**config.mk**
```make
export PLATFORM = sky130hd
export DESIGN_NAME = bram_sort_master
export DESIGN_NICKNAME = d
export VERILOG_FILES = /design/src/rtl/bram_sort_master.sv
export SDC_FILE = /design/constraint.sdc
export NUM_CORES = 1
export LEC_CHECK = 0
export CAP_MARGIN = 15
export CORE_MARGIN = 8
export CORE_UTILIZATION = 60
export DETAILED_ROUTE_END_ITERATION = 6
export DONT_BUFFER_PORTS = 1
export GPL_TIMING_DRIVEN = 1
export PLACE_DENSITY = 0.85
export SETUP_SLACK_MARGIN = 0.2
export SYNTH_ARGS = -nofsm -noshare
export SYNTH_HDL_FRONTEND = slang
export SYNTH_SLANG_ARGS = --single-unit
```
**constraint.sdc**
```tcl
create_clock -name clk -period 9.8 [get_ports clk]
set_input_delay 0.98 -clock clk [delete_from_list [all_inputs] [get_ports clk]]
set_output_delay 0.98 -clock clk [all_outputs]
set_load 0.02 [all_outputs]
```
**src/rtl/bram_sort_master.sv**
```systemverilog
// In-place bubble sort engine mastering a single-port block RAM.
// Reads pairs, compares unsigned, swaps with two writes, exits early.
module bram_sort_master #(
    parameter int DATA_WIDTH     = 8,
    parameter int ADDRESS_WIDTH  = 8,
    parameter int SWAP_CNT_WIDTH = 16
) (
    input  logic                      clk,
    input  logic                      rst,
    input  logic                      start,
    input  logic [ADDRESS_WIDTH:0]    len,
    output logic                      busy,
    output logic                      done,
    output logic [SWAP_CNT_WIDTH-1:0] swaps,
    output logic                      mem_cs,
    output logic                      mem_oe,
    output logic                      mem_we,
    output logic [ADDRESS_WIDTH-1:0]  mem_address,
    output logic [DATA_WIDTH-1:0]     mem_din,
    input  logic [DATA_WIDTH-1:0]     mem_dout
);

    localparam int IW = ADDRESS_WIDTH + 1;
    localparam logic [IW-1:0] MAX_LEN = {1'b1, {ADDRESS_WIDTH{1'b0}}};

    typedef enum logic [3:0] {
        IDLE, RD_A, CAP_A, RD_B, CAP_B, CMP, WR_A, WR_B, DONE
    } state_t;

    state_t state, state_nxt;

    logic [IW-1:0]             len_q, len_nxt;
    logic [IW-1:0]             pass_q, pass_nxt;
    logic [IW-1:0]             idx_q, idx_nxt;
    logic [DATA_WIDTH-1:0]     a_q, a_nxt;
    logic [DATA_WIDTH-1:0]     b_q, b_nxt;
    logic                      swapped_q, swapped_nxt;
    logic [SWAP_CNT_WIDTH-1:0] swaps_q, swaps_nxt;

    logic [IW-1:0]            len_clamp;
    logic [IW-1:0]            last_idx;
    logic [IW-1:0]            last_pass;
    logic [ADDRESS_WIDTH-1:0] addr_i;
    logic [ADDRESS_WIDTH-1:0] addr_i1;
    logic                     step;

    assign len_clamp = (len > MAX_LEN) ? MAX_LEN : len;
    assign last_pass = len_q - IW'(2);
    assign last_idx  = last_pass - pass_q;
    // i+1 never exceeds len-1, so the narrow increment cannot wrap
    assign addr_i    = idx_q[ADDRESS_WIDTH-1:0];
    assign addr_i1   = addr_i + ADDRESS_WIDTH'(1);
    assign swaps     = swaps_q;

    // State and datapath registers
    always_ff @(posedge clk) begin
        if (rst) begin
            state     <= IDLE;
            len_q     <= '0;
            pass_q    <= '0;
            idx_q     <= '0;
            a_q       <= '0;
            b_q       <= '0;
            swapped_q <= 1'b0;
            swaps_q   <= '0;
        end else begin
            state     <= state_nxt;
            len_q     <= len_nxt;
            pass_q    <= pass_nxt;
            idx_q     <= idx_nxt;
            a_q       <= a_nxt;
            b_q       <= b_nxt;
            swapped_q <= swapped_nxt;
            swaps_q   <= swaps_nxt;
        end
    end

    // Next-state, datapath updates and RAM port drive
    always_comb begin
        state_nxt   = state;
        len_nxt     = len_q;
        pass_nxt    = pass_q;
        idx_nxt     = idx_q;
        a_nxt       = a_q;
        b_nxt       = b_q;
        swapped_nxt = swapped_q;
        swaps_nxt   = swaps_q;
        step        = 1'b0;
        busy        = 1'b1;
        done        = 1'b0;
        mem_cs      = 1'b0;
        mem_oe      = 1'b0;
        mem_we      = 1'b0;
        mem_address = '0;
        mem_din     = '0;

        unique case (state)
            IDLE: begin
                busy = 1'b0;
                if (start) begin
                    swaps_nxt = '0;
                    if (len_clamp <= IW'(1)) begin
                        state_nxt = DONE;
                    end else begin
                        len_nxt     = len_clamp;
                        pass_nxt    = '0;
                        idx_nxt     = '0;
                        swapped_nxt = 1'b0;
                        state_nxt   = RD_A;
                    end
                end
            end
            RD_A: begin
                mem_cs      = 1'b1;
                mem_oe      = 1'b1;
                mem_address = addr_i;
                state_nxt   = CAP_A;
            end
            CAP_A: begin
                mem_cs      = 1'b1;
                mem_oe      = 1'b1;
                mem_address = addr_i;
                a_nxt       = mem_dout;
                state_nxt   = RD_B;
            end
            RD_B: begin
                mem_cs      = 1'b1;
                mem_oe      = 1'b1;
                mem_address = addr_i1;
                state_nxt   = CAP_B;
            end
            CAP_B: begin
                mem_cs      = 1'b1;
                mem_oe      = 1'b1;
                mem_address = addr_i1;
                b_nxt       = mem_dout;
                state_nxt   = CMP;
            end
            CMP: begin
                if (a_q > b_q) begin
                    swapped_nxt = 1'b1;
                    if (swaps_q != '1) begin
                        swaps_nxt = swaps_q + SWAP_CNT_WIDTH'(1);
                    end
                    state_nxt = WR_A;
                end else begin
                    step = 1'b1;
                end
            end
            WR_A: begin
                mem_cs      = 1'b1;
                mem_we      = 1'b1;
                mem_address = addr_i;
                mem_din     = b_q;
                state_nxt   = WR_B;
            end
            WR_B: begin
                mem_cs      = 1'b1;
                mem_we      = 1'b1;
                mem_address = addr_i1;
                mem_din     = a_q;
                step        = 1'b1;
            end
            DONE: begin
                busy      = 1'b0;
                done      = 1'b1;
                state_nxt = IDLE;
            end
            default: begin
                busy      = 1'b0;
                state_nxt = IDLE;
            end
        endcase

        if (step) begin
            if (idx_q < last_idx) begin
                idx_nxt   = idx_q + IW'(1);
                state_nxt = RD_A;
            end else if (!swapped_q || pass_q == last_pass) begin
                state_nxt = DONE;
            end else begin
                pass_nxt    = pass_q + IW'(1);
                idx_nxt     = '0;
                swapped_nxt = 1'b0;
                state_nxt   = RD_A;
            end
        end
    end

endmodule

```
---- After elaboration in Yosys (flattened, before gate mapping) ----
Cells that the tools add are included.
word-level totals
  register bits after elaboration ......... 64
  output and inout port bits .............. 37
  logic and storage cells ................. 88
operators by class
  add/sub/neg operators ................... 6
  $lt $le $gt $ge ......................... 4
  eq/ne operators ......................... 16
  multiplexer cells ....................... 40
  bitwise logic cells ..................... 1
  reduce and logical (&&, ||, !) cells .... 13
operators with widths
  cell                                                                    count
  9-bit two-way mux                                                       13
  16-bit two-way mux                                                      3
  16-bit one-hot mux with 2 select lines                                  1
  4-bit one-hot mux with 8 select lines                                   1
  8-bit one-hot mux with 2 select lines                                   2
  4-bit two-way mux                                                       6
  9-bit by 1-bit adder with 9-bit output (second input constant)          2
  16-bit by 1-bit adder with 16-bit output (second input constant)        1
  4-bit by 3-bit == test with 1-bit output (second input constant)        4
  16-bit inequality test (second input constant)                          1
  1-bit two-way mux                                                       12
  9-bit == test                                                           1
  9-bit > comparator (second input constant)                              1
  9-bit by 1-bit <= comparator with 1-bit output (second input constant)  1
  9-bit less-than comparator                                              1
  9-bit by 2-bit subtractor with 9-bit output (second input constant)     1
  9-bit subtractor                                                        1
  8-bit by 1-bit adder with 8-bit output (second input constant)          1
  4-bit by 2-bit == test with 1-bit output (second input constant)        2
  8-bit > comparator                                                      1
  2-bit inequality test (second input constant)                           4
  7-bit OR reduction                                                      1
  3-bit inequality test (second input constant)                           2
  3-bit AND reduction                                                     2
  other kinds (13)                                                        15

---- Longest topological paths before layout ----
  word-level depth ........................ 9
  depth in mapped cells ................... 18

---- Least setup slack after synthesis ----
OpenSTA, ideal clock, no wires.
  path type ............................... register -> register
  start point ............................. register len_q[1]
  end point ............................... register idx_q[0]
  arrival time ............................ 3.866 ns
  required time ........................... 9.677 ns
  slack ................................... 5.810 ns
  cell stages (with the launch flop) ...... 19
  path buffers ............................ 1
  clock period less this slack ............ 3.990 ns
  cell sequence ........................... dfxtp_1 > inv_1 > ha_1 > inv_1 > nor3_1 > xor2_1 > ha_1 > a21o_1 > a21o_1 > a221oi_1 > xnor2_1 > ha_1 > a21oi_1 > o21ai_0 > nor3_1 > nor2_1 > o21a_1 > buf_4 > mux2_1
between the ends
  word-level cells in the longest chain between the ends .. 6
ends and longest elaborated chain
  what                                                      line  RTL
  from (decl)                                               32    logic [IW-1:0] len_q, len_nxt;
  from (signal assigned)                                    68    len_q <= len_nxt;
  9-bit by 2-bit subtractor with 9-bit output *             48    assign last_pass = len_q - IW'(2);
  branches (longest 3 deep; another with 9-bit subtractor)  -
  9-bit two-way mux *                                       176   if (idx_q < last_idx) begin
  9-bit two-way mux *                                       175   if (step) begin
  to (signal assigned)                                      70    idx_q <= idx_nxt;
  to (decl)                                                 34    logic [IW-1:0] idx_q, idx_nxt;
Every way passes the cells marked *.
A chain may end at the register's enable or synchronous reset.

---- Final worst setup path ----
Same ends and word-level chain as after synthesis.

==> impl_metrics.ini <==
[worst_setup_path]
crit_family = compound AO/OA/AOI/OAI gates
worstPathMaxFanout = 10
crit_chain = inv_1 -> ha_1 -> inv_1 -> nor3_1 -> xor2_1 -> ha_1 -> a21o_1 -> a21o_1 -> a221oi_1 -> xnor2_1 -> ha_1 -> a21oi_1 -> o21ai_0 -> nor3_1 -> nor2_1 -> o21a_1 -> mux2_1
slowest_delay_ns = 0.79
worstSetupPathType = reg2reg
cp-end-kind = flip-flop
crit_buf_inv = 2
setup.worst_path.start = len_q[1]
cp_slowest_cell = nor3_1
r2r_start = len_q[1]
required_ns = 10.03
arrival_ns = 4.70
startpoint_type = flip-flop
cp_common_cell = ha_1

[synthesis]
synth_seq_cells = 64
ys_seq_area_share_pct = 31.2
syn_inst = 532
synth.largest_area_cell = dfxtp_1
synth.distinct_cells = 57
ys_warn_count = 0
synth_most_common_cell = nand2_1
synth_top_area_share_pct = 31.2
syn_nets = 581
synth_edf_count = 0
syn_area_sq_um = 4110
ys_top_cells_by_area = dfxtp_1 31%, ha_1 8.5%, a21oi_1 6.5%
async_reset_ff_share_pct = 0
synthFlopType = dfxtp_1
syn_area_per_cell_sq_um = 7.72
yosys-top-cells-count = 65 x nand2_1, 64 x dfxtp_1, 53 x a21oi_1

[cells_and_area]
fillers = 553
antenna_cells = 0
final_cell_area_sq_um = 4400
drive_above_1_share_pct = 5.29
area_delta_synth_final_pct = 7.07
fin_cells = 609
fin_nets = 573

[clock_tree]
cts_tree = built
ctsHoldBuffers = 0
clock-root-buffer = clkbuf_8
cts_buffers = 9
path_clk_slew_ns = 0.08
cts_max_path_buffers = 2
postCtsSetupBuffers = 0
insertion_delay_ns = 0.35
ctsResizeCount = 0
cts_max_level = 3
cts.sinks = 64

[global_route]
grt_pass1_wl_microns = 16100
grt_max_degree = 40
grt_antenna_before_repair = 0
grt_pass1_vias = 3485
grt_overflow = 0
grt_util_all_layers_pct = 19.9

[power_and_ir_drop]
intPower_w = 0.000489
p_clk_share_pct = 42.2
power_switching_w = 0.000190
power_density_nw_per_um2 = 154
comb_power_share_pct = 17.0
vdd_drop_max_v = 0.000103
swShare_pct = 27.9
power_w = 0.000678
p_leak_nw = 1.62
pwr-share-seq_pct = 40.7

[place]
place_hpwl_microns = 7290
place_area_sq_um = 4140
place_inst = 592
io_buffers = 0
place_congestion = 0.905

[run]
drv_cap = 0

[die]
die_x_microns = 98.7
fp.dieH_microns = 98.7
die_area_sq_um = 9750
initial_utilization_pct = 61.1
fp-row-count = 30
ios = 57
coreArea_sq_um = 6720

[timing]
max_freq_mhz = 224
rsz0062_at_grt = false
drv_slew = 0
setup_tns_ns = 0
hold_viol_final = 0
skew_ns = 0.0130
setup_viol = 0
max_slew.worst_pin.slew_ns = 1.05
min_period_ns = 4.47
slew_headroom_pct = 29.3
post-route-period-util_pct = 45.6

[drt]
ant_nets = 0
wire_per_inst_microns = 16.2
drtIter0Drc = 190
drt_wl_total_microns = 9860
vias = 3823
dr.pass1.iters = 5
drc = 0
via_per_inst = 6.28

[hold_path]
hp-start = b_q[4]
worstHoldPathType = reg2reg

[status]
status = complete, no violations
## tightest hold or removal path, delay by kind of cell (launching register included)
kind / cells / cell delay (ns)
AO/OA/AOI/OAI: 1 / 0.05
flip-flops: 1 / 0.33
AND/OR/NAND/NOR: 1 / 0.06
## layer usage
metal | routed length (microns) | global-route usage (%)
met1 | 4410 | 24.0
met2 | 4630 | 31.7
met3 | 693 | 7.19
met4 | 129 | 6.97
met5 | 0 | 0
## metrics by stage
| stage | utilization [%] | setup slack (ns) | hold slack, ns |
|---|---|---|---|
| finish | 65.5 | 5.33 | 0.473 |
| global route | 65.5 | 4.99 | 0.494 |
| CTS | 65.3 | 5.33 | 0.472 |
| detailed placement | 61.6 | 5.35 | 0.461 |
| global placement | 61.6 | 5.50 | 0.451 |
| floorplan | - | 5.81 | 0.448 |
## cell usage in the layout (no fill, tap or decap), types with 5 or more instances in the layout
cell,n
xnor2_1,6
xor2_1,11
dfxtp_1,64
nand4_1,11
clkbuf_8,10
or3_1,14
mux2i_1,14
or4_1,8
nand2_1,65
ha_1,28
inv_1,30
a2111oi_0,5
a21oi_1,53
nand2b_1,17
o21ai_0,27
nor3b_1,5
nand3_1,13
o31ai_1,7
a21o_1,10
nor2b_1,6
nor2_1,50
nor3_1,13
## cells by family after synthesis
group	after synthesis	synth area share, %
multiplexers	18	4.51
XOR/XNOR	17	3.62
AND/OR/NAND/NOR	222	27.0
adder cells (fa/ha/maj)	29	9.02
AO/OA/AOI/OAI	131	19.9
buffers and inverters	51	4.75
flip-flops	64	31.2
## registers in the layout (all words and copies together), names as in the netlist
signal,count
b_q,8
len_q,9
idx_q,9
a_q,8
swapped_q,1
state,4
swaps,16
pass_q,9
## final timing paths
| path | end | slack, ns | cells past startpoint |
|---|---|---|---|
| hold reg to reg | b_q[4] | 0.47 | 2 |
| hold / removal | b_q[4] | 0.47 | 2 |
| setup reg to reg | idx_q[0] | 5.33 | 17 |
| setup / recovery | idx_q[0] | 5.33 | 17 |
## area by class of cell
class	instances	area (sq um)	area share (%)
timing repair buffer	2	15.0	0.341
tap	80	100	2.28
sequential	64	1280	29.1
multi-input combinational	417	2640	59.9
clock inverter	6	115	2.62
inverter	30	113	2.56
clock buffer	10	138	3.13
## power groups by stage
| stage | combinational [W] | sequential [W] | clock, W |
|---|---|---|---|
| 2_1_floorplan | 0.000100 | 0.000276 | 0 |
| 3_3_place_gp | 0.000109 | 0.000282 | 0 |
| 3_5_place_dp | 0.000114 | 0.000282 | 0 |
| 4_1_cts | 0.000114 | 0.000276 | 0.000292 |
| 5_1_grt | 0.000129 | 0.000277 | 0.000304 |
| 6_report | 0.000116 | 0.000276 | 0.000286 |
Power figures use the tool's default switching activity.
